### src/rtl/fetch_queue.sv
// Fetch-to-decode decoupling FIFO: buffers {pc, instr} pairs and hands them to
// decode in order over valid/ready; flushed on an EX-stage misprediction.
module fetch_queue #(
  parameter int unsigned DEPTH   = 4,
  parameter int unsigned PC_W    = 48,
  parameter int unsigned INSTR_W = 32
) (
  input  logic                       clk,
  input  logic                       n_reset,
  input  logic                       flush,
  input  logic                       in_valid,
  input  logic [PC_W-1:0]            in_pc,
  input  logic [INSTR_W-1:0]         in_instr,
  output logic                       in_ready,
  output logic                       out_valid,
  output logic [PC_W-1:0]            out_pc,
  output logic [INSTR_W-1:0]         out_instr,
  input  logic                       out_ready,
  output logic [$clog2(DEPTH+1)-1:0] count
);

  localparam int unsigned PTR_W = $clog2(DEPTH);
  localparam int unsigned CNT_W = $clog2(DEPTH+1);
  localparam int unsigned ENT_W = PC_W + INSTR_W;

  logic [ENT_W-1:0] mem_q [DEPTH];
  logic [PTR_W-1:0] wr_ptr_q, wr_ptr_d;
  logic [PTR_W-1:0] rd_ptr_q, rd_ptr_d;
  logic [CNT_W-1:0] count_q, count_d;
  logic [ENT_W-1:0] head;
  logic             push;
  logic             pop;

  // Handshake flags come from registered occupancy only, so a pop never frees a slot in the same cycle.
  assign in_ready  = (count_q != CNT_W'(DEPTH));
  assign out_valid = (count_q != CNT_W'(0));
  assign push      = in_valid & in_ready;
  assign pop       = out_valid & out_ready;
  assign count     = count_q;

  assign head      = mem_q[rd_ptr_q];
  assign out_pc    = out_valid ? head[ENT_W-1:INSTR_W] : '0;
  assign out_instr = out_valid ? head[INSTR_W-1:0]     : '0;

  // Next-state pointers and occupancy; flush overrides any same-cycle push or pop.
  always_comb begin
    wr_ptr_d = wr_ptr_q;
    rd_ptr_d = rd_ptr_q;
    count_d  = count_q;
    if (flush) begin
      wr_ptr_d = '0;
      rd_ptr_d = '0;
      count_d  = '0;
    end else begin
      if (push) wr_ptr_d = wr_ptr_q + PTR_W'(1);
      if (pop)  rd_ptr_d = rd_ptr_q + PTR_W'(1);
      case ({push, pop})
        2'b10:   count_d = count_q + CNT_W'(1);
        2'b01:   count_d = count_q - CNT_W'(1);
        default: count_d = count_q;
      endcase
    end
  end

  always_ff @(posedge clk or negedge n_reset) begin
    if (!n_reset) begin
      wr_ptr_q <= '0;
      rd_ptr_q <= '0;
      count_q  <= '0;
    end else begin
      wr_ptr_q <= wr_ptr_d;
      rd_ptr_q <= rd_ptr_d;
      count_q  <= count_d;
    end
  end

  // Storage carries no reset; only entries inside the occupancy window are ever observed.
  always_ff @(posedge clk) begin
    if (push && !flush) mem_q[wr_ptr_q] <= {in_pc, in_instr};
  end

endmodule
### config.mk
export PLATFORM = sky130hd
export DESIGN_NAME = fetch_queue
export DESIGN_NICKNAME = d
export VERILOG_FILES = /design/src/rtl/fetch_queue.sv
export SDC_FILE = /design/constraint.sdc
export NUM_CORES = 1
export LEC_CHECK = 0
export CAP_MARGIN = 10
export CELL_PAD_IN_SITES_DETAIL_PLACEMENT = 1
export CELL_PAD_IN_SITES_GLOBAL_PLACEMENT = 1
export CORE_UTILIZATION = 50
export CTS_BUF_LIST = sky130_fd_sc_hd__clkbuf_8
export DETAILED_ROUTE_END_ITERATION = 8
export PLACE_DENSITY = 0.9
export SLEW_MARGIN = 25
export SYNTH_ARGS = -nofsm -noshare
export SYNTH_HDL_FRONTEND = slang
export SYNTH_SLANG_ARGS = --single-unit
### constraint.sdc
create_clock -name clk -period 4.1 [get_ports clk]
set_input_delay 0.41 -clock clk [delete_from_list [all_inputs] [get_ports clk]]
set_output_delay 0.41 -clock clk [all_outputs]
set_load 0.1 [all_outputs]
## Word-level counts from Yosys, hierarchy flattened

Memories as Yosys holds them, arrays and structs flattened.
Index checks and enable logic that the tools add are counted.
W data, S select, Z words.

| storage, ports and cells | value |
|---|---|
| RAM bits | 320 |
| word-level logic and storage cells | 29 |
| memories | 1 |
| bits in registers | 7 |

Memories:

| memory | words | width | read ports | clocked after memory_dff | write ports | RTL line | text |
|---|---|---|---|---|---|---|---|
| mem_q | 4 | 80 | 1 | 0 | 1 | 26 | `logic [ENT_W-1:0] mem_q [DEPTH];` |

| cells by class | value |
|---|---|
| eq/ne operators | 3 |
| add/sub/neg operators | 4 |
| muxes and demuxes | 10 |
| bitwise logic cells | 2 |
| reductions and logical operators | 6 |

Operator list:

| operator | number |
|---|---|
| $mux W48 | 1 |
| $mux W32 | 1 |
| $mux W2 | 4 |
| $pmux W3 S2 | 1 |
| $reduce_bool A3 Y1 | 2 |
| $add A2 B1 Y2 const B | 2 |
| $reduce_bool A2 Y1 | 2 |
| $add A3 B1 Y3 const B | 1 |
| $mux W3 | 1 |
| $ne A3 B3 Y1 const B | 1 |
| $sub A3 B1 Y3 const B | 1 |
| $and A1 B1 Y1 | 2 |
| $eq A2 B1 Y1 const B | 1 |
| $eq A2 B2 Y1 const B | 1 |
| $mux W1 | 2 |
| $logic_and A1 B1 Y1 | 1 |
| $logic_not A1 Y1 | 1 |

## Logic depth before layout (Yosys ltp)

Gate-level depths: netlist of the first run.

| depth | value |
|---|---|
| word-level depth | 5 |
| gate-level depth with buffers | 7 |
| gate-level depth less buffers | 6 |

## Worst setup path after synthesis of the first run

OpenSTA, ideal clock, no wires.

| timing | value |
|---|---|
| path type | register to register |
| from | register count_q[1] (netlist: count[1]) |
| to | memory mem_q[2][0] (netlist name) (enable) |
| path buffers | 1 |
| setup time | 0.447 ns |
| arrival time | 3.543 ns |
| cell stages (with the launch flop) | 5 |
| path slack | 0.110 ns |
| cell sequence | dfrtp_1 clkbuf_1 nor3b_1 nor3_1 and2_1 |

| on the way | value |
|---|---|
| longest elaborated chain between the ends | 5 |

Ends and longest elaborated chain:

| item | RTL line | text |
|---|---|---|
| start: declaration | 29 | `logic [CNT_W-1:0] count_q, count_d;` |
| start signal: assignment | 73 | `count_q <= count_d;` |
| $ne A3 B3 Y1 | 35 | `assign in_ready = (count_q != CNT_W'(DEPTH));` |
| $and A1 B1 Y1 | 37 | `assign push = in_valid & in_ready;` |
| $logic_and A1 B1 Y1 | 79 | `if (push && !flush) mem_q[wr_ptr_q] <= {in_pc, in_instr};` |
| $mux W1 | 79 |  |
| $mux W1 (not written as such) | 79 |  |
| end: declaration | 26 |  |

Every way passes these cells.

## Final worst setup path of the first run

| timing | value |
|---|---|
| from | register count_q[0] (netlist: count[0]) |
| to | output port out_pc[18] |

| on the way | value |
|---|---|
| longest elaborated chain between the ends | 2 |

Ends and longest elaborated chain:

| item | RTL line | text |
|---|---|---|
| $reduce_bool A3 Y1 | 36 | `assign out_valid = (count_q != CNT_W'(0));` |
| $mux W48 | 42 | `assign out_pc = out_valid ? head[ENT_W-1:INSTR_W] : '0;` |
| end: declaration | 16 | `output logic [PC_W-1:0] out_pc,` |

Every way passes these cells.

==> impl_metrics.ini, run 1 <==
[cells_and_area]
areaGrowthSynthToFinish_pct = 21.67
post_layout_nonfiller_instances = 1144
final_common_cell = edfxtp_1
nFillCells = 2179
fin_area_um2 = 15490
layout.area.seq_um2 = 9792
multi_input_area_um2 = 2665
drive_gt1_frac = 0.3038
final_cell_mix = edfxtp_1, clkdlybuf4s50_1, buf_4, and2_1, mux4_2
nNetsFinal = 866

[worst_setup_path]
critical_path_class = reg2out
r2r_start = count[0]
reg2reg_to = mem_q[0][36]
critPathMaxFanout = 55
startpoint_type = flip-flop
crit_path_end_kind = output pin
cp.arrival_ns = 2.94
crit_start = count[0]
crit_required_ns = 3.69
reg2reg_depth = 4
path_common_cell = buf_4
r2r_slack_ns = 1.60
crit_slowest_cell = or3_2
critPathMaxStageDelay_ns = 0.83
path_cells = or3_2, buf_4, and2_1, buf_4

[synthesis]
postSynth.asyncResetShare = 0.02141
yosysUniqueCellTypes = 33
syn_area_um2 = 12730
yosys_warnings = 0
synth_top_family_by_area = multiplexers
synth_cells = 575
synthesis.nets = 665
ys_seq_area_frac = 0.7685
synth_compound_area_frac = 0.008451
ys_seq_elements = 327
synth-main-ff-cell = edfxtp_1
synthMuxAreaShare = 0.1418
synthSimpleGateAreaFrac = 0.05061
synth_edf_count = 320
synth-adder-area-share = 0.005503
synth_xor_area_frac = 0.002064
avgSynthCellArea_um2 = 22.14

[route]
via_per_inst = 5.483
dr.pass1.iters = 4
wire_per_inst_um = 23.49
drc = 0
ant_nets = 0
first_iter_violations = 411
via_count = 6273
routed_wl_um = 26880

[place]
place_inst = 1053
hpwl_um = 17110
io_buffers = 169
gp_congestion = 0.7675
place_area_um2 = 14540

[power_and_ir_drop]
power_density_nw_per_um2 = 629.5
combPwrFrac = 0.339
clockPowerShare = 0.260
sequentialPowerShare = 0.401
switching_share = 0.3844
p_leak_nw = 5.172
internal-power_mw = 6.002
p_switching_mw = 3.748
ir_worst_vdd_mv = 0.3490

[sta]
maxSlewHeadroom = 0.3391
hold_viol = 0
worst_slew_pin_slew_ns = 0.9883
period_share = 0.8166
setup_viol = 0
whs_ns = 0.1570
timing.fmax_mhz = 298.7
period_needed_ns = 3.348
rsz0062_at_grt = false
fin_tns_setup_ns = 0
finalMaxSlewViolations = 0
clock_skew_ns = 0.01862

[grt]
antenna_found_initial = 0
grt_max_degree = 56
grt_first_pass_wirelength_um = 41100
grt_pass1_vias = 7147
grtUsageTotal = 0.2111
overflow = 0

[die]
rows = 58
die-area_um2 = 26110
core-area_um2 = 25110
die_w_um = 161.6
num_io_pins = 170
start_util = 0.5071
fp.dieH_um = 161.6

[clocking]
cts_root_buf = clkbuf_8
cts_resized = 0
clkSinkCount = 327
cts-buffers-inserted = 51
cts-hold-fix-buffers = 0
htree_levels = 2
cts_buffer_depth = 3
cts_setup_buffers = 0
cts.clk_slew.worst_paths_ns = 0.06
cts_tree = built
insertion_delay_ns = 0.56

[flow_run]
drv_cap = 0

[status]
status = completed

[min_path]
hp-class = in2async
[power by group through the flow]
| stage | Clock (mW) | Sequential, mW | Combinational [mW] |
|---|---|---|---|
| 2_1_floorplan | 0 | 3.95 | 2.68 |
| 5_1_grt | 2.73 | 3.93 | 3.42 |
| 3_3_place_gp | 0 | 3.97 | 3.27 |
| 4_1_cts | 2.61 | 3.92 | 3.34 |
| 6_report | 2.54 | 3.91 | 3.30 |
| 3_5_place_dp | 0 | 3.99 | 3.33 |
[per-stage QoR]
stage	utilization	setup slack (ns)	power (mW)
floorplan	-	0.1103	6.631
global placement	0.5792	1.327	7.238
detailed placement	0.5792	1.030	7.317
CTS	0.6169	0.6773	9.860
global route	0.6169	0.5428	10.08
finish	0.6170	0.7520	9.751
[state kept, by name, indices dropped and copies added, names as in the netlist]
name,count
count,3
mem_q,320
rd_ptr_q,2
wr_ptr_q,2
[cell usage after synthesis (all sizes together) (3+ instances only)]
master / n / area [um2]
mux4: 80 / 1805
dfrtp: 7 / 175.2
buf: 21 / 230.2
nand2b: 4 / 25.02
a21oi: 6 / 30.03
clkbuf: 12 / 45.04
ha: 4 / 50.05
and2: 85 / 531.8
edfxtp: 320 / 9609
nand3: 3 / 15.01
inv: 5 / 18.77
nor2: 5 / 18.77
[critical path: cells and delay by family, from the launching register on]
kind                   cells  cell delay, ns
AND/OR/NAND/NOR            2            1.03
buffers and inverters      2            0.71
flip-flops                 1            0.65
[how the worst max path moves through the flow]
stage                         to  slack, ns
floorplan            mem_q[2][0]       0.11
global placement      out_pc[19]       1.33
detailed placement  mem_q[0][36]       1.03
CTS                   out_pc[18]       0.68
global route           out_pc[8]       0.54
finish                out_pc[18]       0.75
[final cells by class]
type                            instances  share of cell area
Clock inverter                         36             0.01308
Sequential cell                       327              0.6321
Clock buffer                           54             0.04798
Timing Repair Buffer                  181              0.1068
Inverter                                5            0.001212
Tap cell                              330             0.02665
Antenna cell                            1           0.0001615
Multi-Input combinational cell        210              0.1720
[layer usage]
layer,GRT usage,wire length [um],vias up
met5,0,0,-
met4,0.05489,450,0
met3,0.04058,1272,42
met2,0.3791,14530,192
met1,0.2630,10620,3298
li1,-,-,2741
[logic make-up after synthesis]
logic type / Yosys count
flops: 327
simple gates: 105
mux: 80
buf+inv: 38
compound gates: 17
fa+ha+maj: 5
xor+xnor: 3
No activity file was read; power rests on OpenSTA's default activity.
==> inputs of run 2 (changes only) <==
==> constraint.sdc (replaced) <==
create_clock -name clk -period 3.4 [get_ports clk]
set_input_delay 0.34 -clock clk [delete_from_list [all_inputs] [get_ports clk]]
set_output_delay 0.34 -clock clk [all_outputs]
set_load 0.1 [all_outputs]
==> run 2 against run 1 <==
First-iteration DRC count decreased by 3.9%. Design area shrank 0.27%. Global-route usage rose by 0.66 points. Clock skew up 0.0017 ns. Non-clock buffer count decreased by 1. Hold slack worse by 0.086 ns. Critical path depth is the same. Sequential power rose by 20%. Clock power up 13%. Register-to-register slack got worse by 0.53 ns. Utilization fell by 0.17 points. Highest routed layer unchanged.
==> impl_metrics.ini, run 2 (synthesized netlist as in run 1, its figures left out) <==
[status]
status = completed

[grt]
grt_first_pass_wirelength_um = 42060
grtUsageTotal = 0.2178
grt_max_degree = 81
grt_pass1_vias = 7174
use_met1 = 0.2691
met2_usage = 0.3807
antenna_found_initial = 2
overflow = 0
grt.busiest_layer = met2
grt_use_met3 = 0.05085

[worst_setup_path]
cp_top_family = simple AND/OR/NAND/NOR gates
path_cells = or3_2, buf_4, and2_1, buf_4
path_common_cell = buf_4
crit_path_end_kind = output pin
crit_start = count[0]
cp.arrival_ns = 2.76
startpoint_type = flip-flop
critPathMaxStageDelay_ns = 0.88
reg2reg_depth = 4
critPathMaxFanout = 40
critical_path_class = reg2out
critical_path_depth = 4
crit_required_ns = 3.06
r2r_start = count[0]
crit_slowest_cell = or3_2
r2r_slack_ns = 1.07
path_buf_inv = 2

[cells_and_area]
drive_gt1_frac = 0.2982
nNetsFinal = 865
final_common_cell = edfxtp_1
fin_area_um2 = 15450
largest_reg_flops = 320
largest_register = mem_q
final_cell_mix = edfxtp_1, buf_4, clkdlybuf4s50_1, and2_1, mux4_2
areaGrowthSynthToFinish_pct = 21.33

[clocking]
cts_resized = 0
cts-hold-fix-buffers = 0
cts_buffer_depth = 3
clkSinkCount = 327
cts_tree = built
insertion_delay_ns = 0.56
cts.clk_slew.worst_paths_ns = 0.06
htree_levels = 2
cts_root_buf = clkbuf_8
cts-buffers-inserted = 51
cts_setup_buffers = 0

[power_and_ir_drop]
p_switching_mw = 4.528
finalPower_mw = 11.60
p_leak_nw = 5.147
clockPowerShare = 0.248
ir_worst_vdd_mv = 0.5078
switching_share = 0.3902
internal-power_mw = 7.077
power_density_nw_per_um2 = 751.2
combPwrFrac = 0.346
sequentialPowerShare = 0.406

[die]
start_util = 0.5071
die_w_um = 161.6
die-area_um2 = 26110
fp.dieH_um = 161.6
rows = 58
core-area_um2 = 25110
num_io_pins = 170

[sta]
period_needed_ns = 3.104
hold_viol = 0
period_share = 0.9130
clock_skew_ns = 0.02028
worst_slew_pin_slew_ns = 1.040
fin_tns_setup_ns = 0
setup_viol = 0
timing.fmax_mhz = 322.2
maxSlewHeadroom = 0.3046
rsz0062_at_grt = false
finalMaxSlewViolations = 0

[route]
via_per_inst = 5.391
ant_nets = 0
wire_per_inst_um = 23.90
dr.pass1.iters = 5
via_count = 6183
first_iter_violations = 395
routed_wl_um = 27420
drc = 0

[place]
io_buffers = 169
gp_congestion = 0.7321
place_area_um2 = 14550
hpwl_um = 17140

[flow_run]
drv_cap = 0

[min_path]
hp-class = in2async
-- run 2: worst reg2reg max path: cells and delay by family, from the launching register on --
family,cells,cell delay (ns)
simple gates,3,0.82
flops,1,0.66
buf+inv,1,0.40
-- run 2: worst paths after layout --
path	to
max in group asynchronous	rd_ptr_q[0]
max reg2reg	mem_q[1][27]
max	out_instr[3]
min	wr_ptr_q[0]
min in group clk	mem_q[1][18]
min reg2reg	wr_ptr_q[0]
-- run 2: final cells by class --
cell class                      instances  area, um2
Clock buffer                           53      729.5
Clock inverter                         40      161.4
Inverter                                5      18.77
Fill cell                            2198       9661
Antenna cell                            2      5.005
Timing Repair Buffer                  180       1664
Sequential cell                       327       9792
Multi-Input combinational cell        210       2665
Tap cell                              330      412.9
-- run 2: per-layer routing --
layer,part of all wire,routed length [um]
met5,0,0
met4,0.020,551
met3,0.052,1413
met2,0.52,14290
met1,0.41,11160
-- run 2: power by group through the flow --
stage	registers, mW	clock network (mW)	logic (mW)
6_report	4.71	2.88	4.02
5_1_grt	4.73	3.11	4.15
3_5_place_dp	4.79	0	4.05
4_1_cts	4.71	2.97	4.06
2_1_floorplan	4.75	0	3.24
3_3_place_gp	4.77	0	3.98
-- run 2: through the flow --
step	utilization	instances	setup WS [ns]	hold slack (ns)
after floorplan	-	575	0.2679	0.04441
after global placement	0.5796	1052	0.8054	0.5761
after detailed placement	0.5796	1052	0.5440	0.6093
after CTS	0.6151	1145	0.2534	0.03135
after global routing	0.6152	1146	0.08532	0.06093
final	0.6153	1147	0.2959	0.07092
==> inputs of run 3 (changes only) <==
--- a/config.mk
+++ b/config.mk
@@ -10,6 +10,7 @@
 export CELL_PAD_IN_SITES_GLOBAL_PLACEMENT = 1
 export CORE_UTILIZATION = 50
 export CTS_BUF_LIST = sky130_fd_sc_hd__clkbuf_8
+export CTS_CLUSTER_DIAMETER = 60
 export DETAILED_ROUTE_END_ITERATION = 8
 export PLACE_DENSITY = 0.9
 export SLEW_MARGIN = 25
==> results of run 3 <==
The final DEF is identical to that of run 2; final timing and power are the same.
==> patch: new RTL, settings of run 2 <==
`PC_W`: 48 -> 40.
--- a/src/rtl/fetch_queue.sv
+++ b/src/rtl/fetch_queue.sv
@@ -3,5 +3,5 @@
 module fetch_queue #(
   parameter int unsigned DEPTH   = 4,
-  parameter int unsigned PC_W    = 48,
+  parameter int unsigned PC_W    = 40,
   parameter int unsigned INSTR_W = 32
 ) (
Interface: changed (resized in_pc and out_pc); port bits go from 170 to 154. No check against the original RTL was run, so the function may have changed too.
==> patch against run 2 <==
Wire length is 7.8% lower. Total power fell by 7.0%. Highest routed layer is now met5. Core utilization rose by 1.9 points. Design area down 9.0%. Die area fell by 10%. Largest power group unchanged. Setup slack worse by 0.011 ns. Critical endpoint is now in_ready. Area after synthesis down 10%. Sequential cell count decreased by 32.
==> patch: results (changes against run 2) <==
[logic_synthesis]
synth.net_count=606  ; -8.9%
synthMuxAreaShare_pct=14.2  ; about the same
synth-compound-area-share_pct=0.940  ; +0.095 points
async_reset_ff_share_pct=2.37  ; +0.23 points
synth_edf_count=288  ; -10%
synth_common_cells=edfxtp_1, and2_1, mux4_2, buf_2, clkbuf_1
synth_area_leaders=edfxtp_1, mux4_2, and2_1
synth_seq_area_share_pct=77.1  ; +0.27 points
synth_xor_area_share_pct=0.230  ; +0.023 points
synth.distinct_cells=31  ; -6.1%

[global_routing]
grt_pass1_vias=6450  ; -10%
grtUsageTotal_pct=22.1  ; +0.33 points
grt_pass1_wl_mm=38.4  ; -8.8%

[detailed_routing]
met2WireLength_mm=13.3  ; -7.2%
wl_met3_mm=1.33  ; -5.8%
drt_iter0_markers=401  ; +1.5%
avgViaCountPerCell=5.62  ; +4.2%
wl_met1_mm=10.3  ; -8.0%

[sta]
tightest_slew_ns=0.979  ; -0.0612 ns

[cells_and_area]
final_layout_size_suffix_gt1_share_pct=31.3  ; +1.5 points
fillCellCount=1893  ; -14%
fin_nets=790  ; -8.7%

[pwr]
vdd.ir_drop.worst_mv=0.586  ; +15%
intPower_w=0.00666  ; -5.9%
p_leak_nw=4.73  ; -8.0%

[worst_setup_path]
cp_max_fo=13  ; -68%
slowest_stage=clkdlybuf4s50_1
crit_arrival_ns=2.78  ; +0.02 ns
reg2reg_to=mem_q[3][22]$_DFFE_PP_
max_stage_delay_ns=1.01  ; +0.13 ns
path_delay_family=buffers and inverters
crit_path_start=count[2]$_DFFE_PN0P_
reg2reg_slack_ns=0.95  ; -0.12 ns

[placement]
dp_hpwl_mm=16.0  ; -6.4%
gp_congestion=0.758  ; +3.5%

[run_status]
status=complete, no violations

[clock_network]
insertion_delay_ns=0.54  ; -0.02 ns
cts_buffers=46  ; -9.8%

## patch: worst register-to-register path: stages (launching register included)
cell and delay, ns:
dfrtp_1 0.66, nor3b_1 0.18, nor3_1 0.46, and2_4 0.54
buf_4 0.31
## patch: power by group through the flow
stage | registers [W] | clock network (W) | logic, W
finish | 0.00422 | 0.00289 | 0.00368
floorplan | 0.00429 | 0 | 0.00287
global placement | 0.00428 | 0 | 0.00362
global route | 0.00424 | 0.00308 | 0.00380
CTS | 0.00422 | 0.00296 | 0.00371
detailed placement | 0.00430 | 0 | 0.00369
## patch: stage by stage
| stage | std cells | hold slack, ns | utilization [%] | setup WS (ns) | cell area (sq um) |
|---|---|---|---|---|---|
| 6_report | 1022 | 0.0864 | 63.5 | 0.285 | 14100 |
| 5_1_grt | 1021 | 0.0860 | 63.4 | 0.144 | 14100 |
| 4_1_cts | 1021 | 0.0570 | 63.4 | 0.177 | 14100 |
| 3_5_place_dp | 940 | 0.612 | 59.4 | 0.421 | 13200 |
| 3_3_place_gp | 940 | 0.581 | 59.4 | 0.701 | 13200 |
| 2_1_floorplan | 524 | 0.0444 | - | 0.259 | 11400 |
## patch: layout make-up
cell class                 instances  area [sq um]  area share [%]
clock buffer                      53           729            5.19
inverter                           5          18.8           0.133
antenna                            1          2.50          0.0178
sequential                       295          8830            62.8
multi-input combinational        194          2430            17.3
tap                              280           350            2.49
timing repair buffer             166          1530            10.9
clock inverter                    28           169            1.20
## patch: routing by layer
metal,up-vias,track usage (%)
met4,2,6.73
li1,2496,-
met1,3000,28.7
met2,212,37.8
met5,-,0
met3,32,4.54
